<file path="config.mk">
export PLATFORM = sky130hd
export DESIGN_NAME = input_debouncer
export DESIGN_NICKNAME = d
export VERILOG_FILES = /design/src/rtl/input_debouncer.sv
export SDC_FILE = /design/constraint.sdc
export NUM_CORES = 1
export LEC_CHECK = 0
export ABC_AREA = 1
export CAP_MARGIN = 20
export CORE_AREA = 4 4 113 142
export DETAILED_ROUTE_END_ITERATION = 7
export DIE_AREA = 0 0 117 146
export PLACE_DENSITY_LB_ADDON = 0.12
export SYNTH_ARGS = -nofsm -noshare
export SYNTH_HDL_FRONTEND = slang
export SYNTH_SLANG_ARGS = --single-unit
</file>
<file path="constraint.sdc">
create_clock -name clock -period 5.2 [get_ports clock]
set_input_delay 1.04 -clock clock [delete_from_list [all_inputs] [get_ports clock]]
set_output_delay 1.04 -clock clock [all_outputs]
set_load 0.02 [all_outputs]
</file>
<file path="src/rtl/input_debouncer.sv">
// Per-channel switch debouncer: stable levels, one-cycle rise/fall pulses,
// and sticky press-pending / overrun flags acknowledged by the CPU side.
module input_debouncer #(
  parameter int unsigned WIDTH           = 4,
  parameter int unsigned DEBOUNCE_CYCLES = 500000
) (
  input  logic             clock,
  input  logic             reset_n,
  input  logic [WIDTH-1:0] in,
  input  logic [WIDTH-1:0] ack,
  output logic [WIDTH-1:0] level,
  output logic [WIDTH-1:0] rise,
  output logic [WIDTH-1:0] fall,
  output logic [WIDTH-1:0] pending,
  output logic [WIDTH-1:0] overrun
);

  localparam int unsigned CNT_W = $clog2(DEBOUNCE_CYCLES + 1);
  localparam logic [CNT_W-1:0] CNT_MAX = CNT_W'(DEBOUNCE_CYCLES - 1);

  logic [CNT_W-1:0] cnt [WIDTH];
  logic [WIDTH-1:0] accept_c;
  logic [WIDTH-1:0] press_c;

  // A channel accepts its new value on the edge where the count has matured.
  always_comb begin
    accept_c = '0;
    press_c  = '0;
    for (int i = 0; i < WIDTH; i++) begin
      accept_c[i] = (in[i] != level[i]) && (cnt[i] == CNT_MAX);
      press_c[i]  = accept_c[i] && in[i];
    end
  end

  always_ff @(posedge clock) begin
    if (!reset_n) begin
      for (int i = 0; i < WIDTH; i++) begin
        cnt[i] <= '0;
      end
      level   <= '0;
      rise    <= '0;
      fall    <= '0;
      pending <= '0;
      overrun <= '0;
    end else begin
      for (int i = 0; i < WIDTH; i++) begin
        if (in[i] == level[i]) begin
          cnt[i] <= '0;
        end else if (accept_c[i]) begin
          cnt[i] <= '0;
        end else begin
          cnt[i] <= cnt[i] + CNT_W'(1);
        end
      end
      level   <= (level & ~accept_c) | (in & accept_c);
      rise    <= press_c;
      fall    <= accept_c & ~in;
      // A press coinciding with ack wins, so no event is ever dropped.
      pending <= press_c | (pending & ~ack);
      overrun <= (press_c & pending & ~ack) | (overrun & ~ack);
    end
  end

endmodule

</file>
# Word level (Yosys, flattened, before mapping)
# Memories as Yosys holds them, arrays and structs flattened.
# Cells that the tools add are included.
op_classes:
  n_addsub: 4
  mul: 0
  div: 0
  n_lt_le_gt_ge: 0
  eq_ne: 12
  shift: 0
  mux: 57
  bitwise: 25
  reduce_logical: 8
ops:
  columns: ["cell", "count"]
  rows:
  - ["19-bit 2-to-1 mux", 12]
  - ["19-bit by 1-bit adder with 19-bit output, second input constant", 4]
  - ["19-bit == test, second input constant", 4]
  - ["1-bit 2-to-1 mux", 45]
  - ["4-bit AND", 7]
  - ["4-bit inverter", 3]
  - ["1-bit OR", 12]
  - ["4-bit OR", 3]
  - ["1-bit logical AND", 8]
  - ["1-bit == test", 4]
  - ["1-bit != test", 4]
totals:
  register_bits: 20
  latch_bits: 0
  mem_bits_rw: 76
  mem_bits_ro: 0
  input_bits: 10
  out_inout_bits: 20
  word_cells: 112
  n_memories: 1
memory_table:
  columns: ["memory", "depth", "width", "read_ports", "rd_ports_with_merged_regs", "wr", "line", "text"]
  rows:
  - ["cnt", 4, 19, 4, 0, 4, "21", "logic [CNT_W-1:0] cnt [WIDTH];"]

# Logic depth before layout (Yosys ltp)
# Gate-level depths: netlist of run 1.
logic_depth:
  word_depth: 8
  ltp_mapped: 10
  ltp_nobuf: 10

# Worst setup path after synthesis of run 1
# No wires, ideal clock.
synth_timing:
  kind: "input -> register"
  startpoint: "in in[3]"
  endpoint: "mem cnt[3][10] in the netlist's numbering, data pin"
  setup_time_ps: 254
  arrival_time_ps: 1848
  required_ps: 4946
  setup_slack_ps: 3097
  stages: 6
  path_buffers: 1
  cell_sequence: "inv_1 > nor2_1 > o21ai_0 > o21bai_4 > buf_6 > nor2_1"
synth_rtl:
  columns: ["element", "line", "text"]
  rows:
  - ["start: declaration", "9", "input logic [WIDTH-1:0] in,"]
  - ["end: declaration", "21", null]

==> results of run 1 <==
==> cell type report <==
| class | instances | area (um2) | area share [%] |
|---|---|---|---|
| clock buffers | 15 | 278 | 4.28 |
| inverters | 82 | 308 | 4.74 |
| multi-input cells | 580 | 2700 | 41.7 |
| flip-flops and latches | 96 | 2680 | 41.3 |
| well taps | 182 | 228 | 3.51 |
| repair buffers | 29 | 290 | 4.47 |
==> power groups by stage <==
stage,Combinational [mW],Clock [mW],Sequential [mW]
6_report,0.109,0.639,0.898
5_1_grt,0.130,0.690,0.904
4_1_cts,0.109,0.663,0.899
3_5_place_dp,0.108,0,0.915
3_3_place_gp,0.107,0,0.914
2_1_floorplan,0.0883,0,0.904
==> through the flow <==
| step | cell area, um2 | worst slack, ns | hold slack (ns) | utilization (%) | std cells |
|---|---|---|---|---|---|
| CTS | 6490 | 2.48 | 0.477 | 43.9 | 984 |
| global placement | 6210 | 2.19 | 0.464 | 42.1 | 969 |
| finish | 6490 | 2.50 | 0.474 | 43.9 | 984 |
| detailed placement | 6210 | 2.11 | 0.459 | 42.1 | 969 |
| floorplan | 5750 | 3.10 | 0.545 | - | 764 |
| global route | 6490 | 2.25 | 0.524 | 43.9 | 984 |
==> final timing paths <==
| kind | start | endpoint | slack, ns | depth (start not counted) |
|---|---|---|---|---|
| worst min register to register | overrun[1] | overrun[1] | 0.47 | 2 |
| worst max-delay path | reset_n | cnt[1][14] | 2.50 | 5 |
| worst max register to register | cnt[2][0] | cnt[2][18] | 3.15 | 6 |
| worst min-delay path | overrun[1] | overrun[1] | 0.47 | 2 |
==> routing by layer <==
metal	share of wire [%]	GRT usage (%)	wire length, um	vias to the layer above
li1	-	-	-	2369
met1	45	17.7	5190	2011
met2	51	24.7	5820	39
met3	2.2	2.70	254	16
met4	1.8	5.22	207	0
met5	0	0	0	-
==> synth_stat cells <==
master	instances	area (um2)
nor2_4	1	11.3
xnor2_1	10	87.6
o21bai_4	1	18.8
dfxtp_1	20	400
and2_1	3	18.8
nor3_2	2	20.0
buf_4	1	7.51
o21ai_0	11	55.1
a21oi_1	26	130
nand3_2	4	40.0
o21bai_1	1	7.51
or2_2	2	12.5
o21a_1	1	7.51
conb_1	1	3.75
o21ai_4	1	16.3
nand3_1	45	225
nor2_1	147	552
edfxtp_1	76	2280
and2_0	1	6.26
nor2_2	13	81.3
nor3_1	5	25.0
xor2_1	22	193
nor3b_1	1	7.51
or2_0	2	12.5
buf_1	1	3.75
nand2_1	171	642
nand4_1	18	113
nand2_2	3	18.8
nand3b_1	8	60.1
a31oi_1	1	6.26
buf_6	4	45.0
ha_1	4	50.1
inv_1	82	308
==> cell families after synthesis <==
group	after synthesis	share of synthesized area, %
other	1	0.0686
AND/OR/NAND/NOR	426	33.8
buffers and inverters	88	6.66
AO/OA/AOI/OAI	42	4.42
adder cells (fa/ha/maj)	4	0.915
flip-flops	96	49.1
XOR/XNOR	32	5.13
==> state kept, by name (all words and copies together) (netlist names), named ones only <==
signal,count
rise,4
overrun,4
cnt,76
fall,4
pending,4
==> worst reg2reg max path, cell delays in order, from the launching register on <==
cell and delay [ns]:
edfxtp_1 0.47, ha_1 0.32, nand2_1 0.08, nor2_1 0.14, nand3_2 0.13, o21ai_4 0.54, a21oi_1 0.09
==> results.md, run 1 <==
* Outcome: finished clean
* Critical path's slowest cell: clkdlybuf4s50_1
* # Post-CTS Setup Buffers at 0
* Leak at 2.60 nW
* Inserted Clock Buffers at 9
* Layout cells sized above 1 at 4.86%
* WL per Instance at 11.7 um
* Slowest cell delay on critical path at 0.88 ns
* Max-cap violations at 0
* Peak supply drop at 0.151 mV
* Filler Cell Count at 1491
* CTS tree: yes
* Final net count at 812
* Commonest non-fill, non-tap cell in the layout: nand2_1
* CP Max Fanout at 18
* RSZ-0062 raised after global routing: no
* Largest buffer count on any clock path at 2
* Die height at 146 um
* Critical Path AT at 2.90 ns
* Die ar. at 17100 um2
* Combinational Power Share at 6.6%
* Sw Share at 23.1%
* Reg power frac at 54.6%
* Core area at 14800 um2
* H-Tree Depth at 3
* Tcrit/Tclk final at 52.0%
* Cell Pwr Density at 254 nW/um2
* I/O pin count at 30
* Synth-to-Final Area Change at 18.7%
* Worst-margin pin slew at 0.651 ns
* Buf/Inv on CP at 2
* CTS resizes at 0
* DRC Markers at 0
* Final min period at 2.70 ns
* Initial antenna violation count at 0
* RD Place Congestion at 0.834
* Average cell area after synthesis at 7.94 um2
* Pre-antenna DRT Iters at 6
* Slew Limit Fails at 0
* Post-synthesis sequential area ratio at 49.1%
* Crit path capture type: flip-flop
* Final setup vio count at 0
* Clock Power Share at 38.8%
* Fmax at 0.370 GHz
* Synthesized area at 5470 um2
* Total negative slack at 0 ns
* Via/cell ratio at 4.51
* Int Power at 1.27 mW
* Initial Utilization at 37.0%
* Synthesized flop and latch total at 96
* Fin. Hold Viols at 0
* Slew headroom at 56.4%
* ANT nets after route at 0
* Post-CTS Hold Buffers at 0
* Family with the most delay on the worst path: buffers and inverters
* Clk slew on worst S/H paths at 0.06 ns
* Clock Sinks at 96
* Commonest non-fill, non-tap cells in the layout: nand2_1, nor2_1, inv_1, edfxtp_1, conb_1
* Final WL at 11.5 mm
* # port buffers at 29
* First-pass GRT wire length at 19.8 mm
* Grt ovf at 0
* Yosys cell types at 33
* First DRT Iteration DRCs at 221
* Worst-Skew Late Latency at 0.35 ns
* Root buf cell: clkbuf_16
* Largest net degree at the start of global routing at 19
* Psw at 381 uW
* GRT Util Overall at 14.4%
* Startpoint Class: input port
* Vias in the first global route at 4332
* Yosys Warn Count at 0
* Post-DP HPWL at 8.75 mm
* Critical Path RT at 5.39 ns
* Die X at 117 um
* Syn Inst Count at 689
* Hold Crit Class: reg2reg
* Final setup skew at 0.00483 ns
* Num rows at 50
* Setup CP Type: in2reg
* Antenna Cells at 0
* CP cell instances: clkdlybuf4s50_1, inv_1, nor2_1, nand2_2, a21oi_1
* Overall power at 1.65 mW
* Vias at 4435
(Power assumes the default switching activity.)
==> inputs of run 2 (changes only) <==
==> constraint.sdc (replaced) <==
create_clock -name clock -period 2.69 [get_ports clock]
set_input_delay 0.538 -clock clock [delete_from_list [all_inputs] [get_ports clock]]
set_output_delay 0.538 -clock clock [all_outputs]
set_load 0.02 [all_outputs]
==> results.md, run 2 (synthesis results as in run 1) <==
* Outcome: finished clean
* Reg power frac at 53.1%
* Die ar. at 17100 um2
* H-Tree Depth at 3
* First DRT Iteration DRCs at 207
* Family with the most delay on the worst path: compound AO/OA/AOI/OAI gates
* Reg2Reg Capture Point: cnt[2][13]
* Post-DP HPWL at 8.66 mm
* Setup CP Type: reg2reg
* Final Cell Area at 6530 um2
* Die X at 117 um
* Slew Limit Fails at 0
* Hold path endpoint: overrun[2]
* Worst-margin pin slew at 0.638 ns
* R2R setup slack at 0.66 ns
* CP cell instances: ha_1, nand2_1, nor2_1, nand3_2, o21ai_4, a21oi_1
* Hold Crit Class: reg2reg
* Inserted Clock Buffers at 9
* # Post-CTS Setup Buffers at 0
* Peak supply drop at 0.249 mV
* Buf/Inv on CP at 0
* RD Place Congestion at 0.886
* Clock Sinks at 96
* Antenna Cells at 0
* Final setup skew at 0.00469 ns
* Worst hold start: overrun[2]
* Final setup vio count at 0
* Commonest non-fill, non-tap cell in the layout: nand2_1
* GRT Util Overall at 14.2%
* Grt ovf at 0
* Max-cap violations at 0
* Root buf cell: clkbuf_16
* Critical Path AT at 2.10 ns
* Largest buffer count on any clock path at 2
* Cell Pwr Density at 501 nW/um2
* Total negative slack at 0 ns
* Num rows at 50
* Via/cell ratio at 4.54
* Vias in the first global route at 4377
* Critical Path RT at 2.76 ns
* Core area at 14800 um2
* Slowest cell delay on critical path at 0.54 ns
* FF-to-FF Start: cnt[2][0]
* Largest net degree at the start of global routing at 19
* Psw at 752 uW
* Worst-case reg-to-reg path depth at 6
* Die height at 146 um
* Pre-antenna DRT Iters at 4
* Vias at 4488
* Cell Area, Placed at 6230 um2
* Critical path's slowest cell: o21ai_4
* Tcrit/Tclk final at 75.6%
* First-pass GRT wire length at 19.5 mm
* CTS tree: yes
* WL per Instance at 11.4 um
* Clk slew on worst S/H paths at 0.07 ns
* Initial antenna violation count at 0
* Fmax at 0.492 GHz
* Int Power at 2.52 mW
* I/O pin count at 30
* CTS resizes at 0
* ANT nets after route at 0
* Final WL at 11.3 mm
* Hold depth at 2
* Largest Register: cnt
* Startpoint Class: flip-flop
* Sw Share at 23.0%
* Clock Power Share at 40.4%
* Initial Utilization at 37.0%
* Post-CTS Hold Buffers at 0
* DRC Markers at 0
* Crit path capture type: flip-flop
* Final min period at 2.03 ns
* Final net count at 815
* Number of flip-flops under the largest register name at 76
* Fin. Hold Viols at 0
* Filler Cell Count at 1554
* Layout cells sized above 1 at 5.46%
* RSZ-0062 raised after global routing: no
* Synth-to-Final Area Change at 19.5%
* Commonest non-fill, non-tap cells in the layout: nand2_1, nor2_1, inv_1, edfxtp_1, conb_1
* # port buffers at 29
* Slew headroom at 57.3%
* Leak at 2.63 nW
* Combinational Power Share at 6.6%
* Worst-Skew Late Latency at 0.35 ns
* CP Max Fanout at 18
-- run 2: cell types whose count changed in the layout (fill, tap and decap cells not counted), sizes merged --
cell	delta
buf	+3
bufinv	+1
clkbuf	-2
clkinv	+2
-- run 2: final cells by class --
| cell class | instances | area, um2 | area share, % |
|---|---|---|---|
| Multi-Input combinational cell | 580 | 2700 | 41.4 |
| Sequential cell | 96 | 2680 | 41.1 |
| Timing Repair Buffer | 32 | 313 | 4.79 |
| Inverter | 82 | 308 | 4.71 |
| Clock buffer | 13 | 260 | 3.98 |
| Tap cell | 182 | 228 | 3.49 |
| Clock inverter | 3 | 40.0 | 0.613 |
-- run 2: through the flow --
step	utilization [%]	setup WS, ns	cells	total power, mW	hold slack, ns
after floorplan	-	1.02	764	1.92	0.545
after global placement	42.2	0.551	972	1.98	0.462
after global routing	44.3	0.474	988	3.42	0.506
after CTS	44.3	0.620	988	3.32	0.482
final	44.3	0.657	988	3.27	0.476
after detailed placement	42.2	0.478	972	1.98	0.469
-- run 2: worst register-to-register path: stages, from the launching register on --
cell      delay (ns)
edfxtp_1        0.48
ha_1            0.31
nand2_1         0.08
nor2_1          0.13
nand3_2         0.12
o21ai_4         0.54
a21oi_1         0.10
-- run 2: worst max path at each step --
| stage | start | end | slack, ns | depth (start not counted) |
|---|---|---|---|---|
| 2_1_floorplan | cnt[2][0] | cnt[2][9] | 1.02 | 7 |
| 3_3_place_gp | in[0] | cnt[0][15] | 0.55 | 9 |
| 3_5_place_dp | in[0] | cnt[0][16] | 0.48 | 9 |
| 4_1_cts | cnt[2][0] | cnt[2][13] | 0.62 | 6 |
| 5_1_grt | cnt[2][0] | cnt[2][13] | 0.47 | 6 |
| 6_report | cnt[2][0] | cnt[2][13] | 0.66 | 6 |
-- run 2: routing by layer --
metal,GRT usage (%),wire length [um],vias up
met5,0,0,-
met4,6.71,286,0
met3,2.45,323,24
met2,23.7,5500,55
met1,17.4,5190,2034
li1,-,-,2375
-- run 2: power groups by stage --
stage	combinational, mW	sequential, mW	clock (mW)
floorplan	0.171	1.75	0
global placement	0.212	1.77	0
detailed placement	0.214	1.77	0
CTS	0.216	1.74	1.37
global route	0.255	1.75	1.42
finish	0.215	1.74	1.32
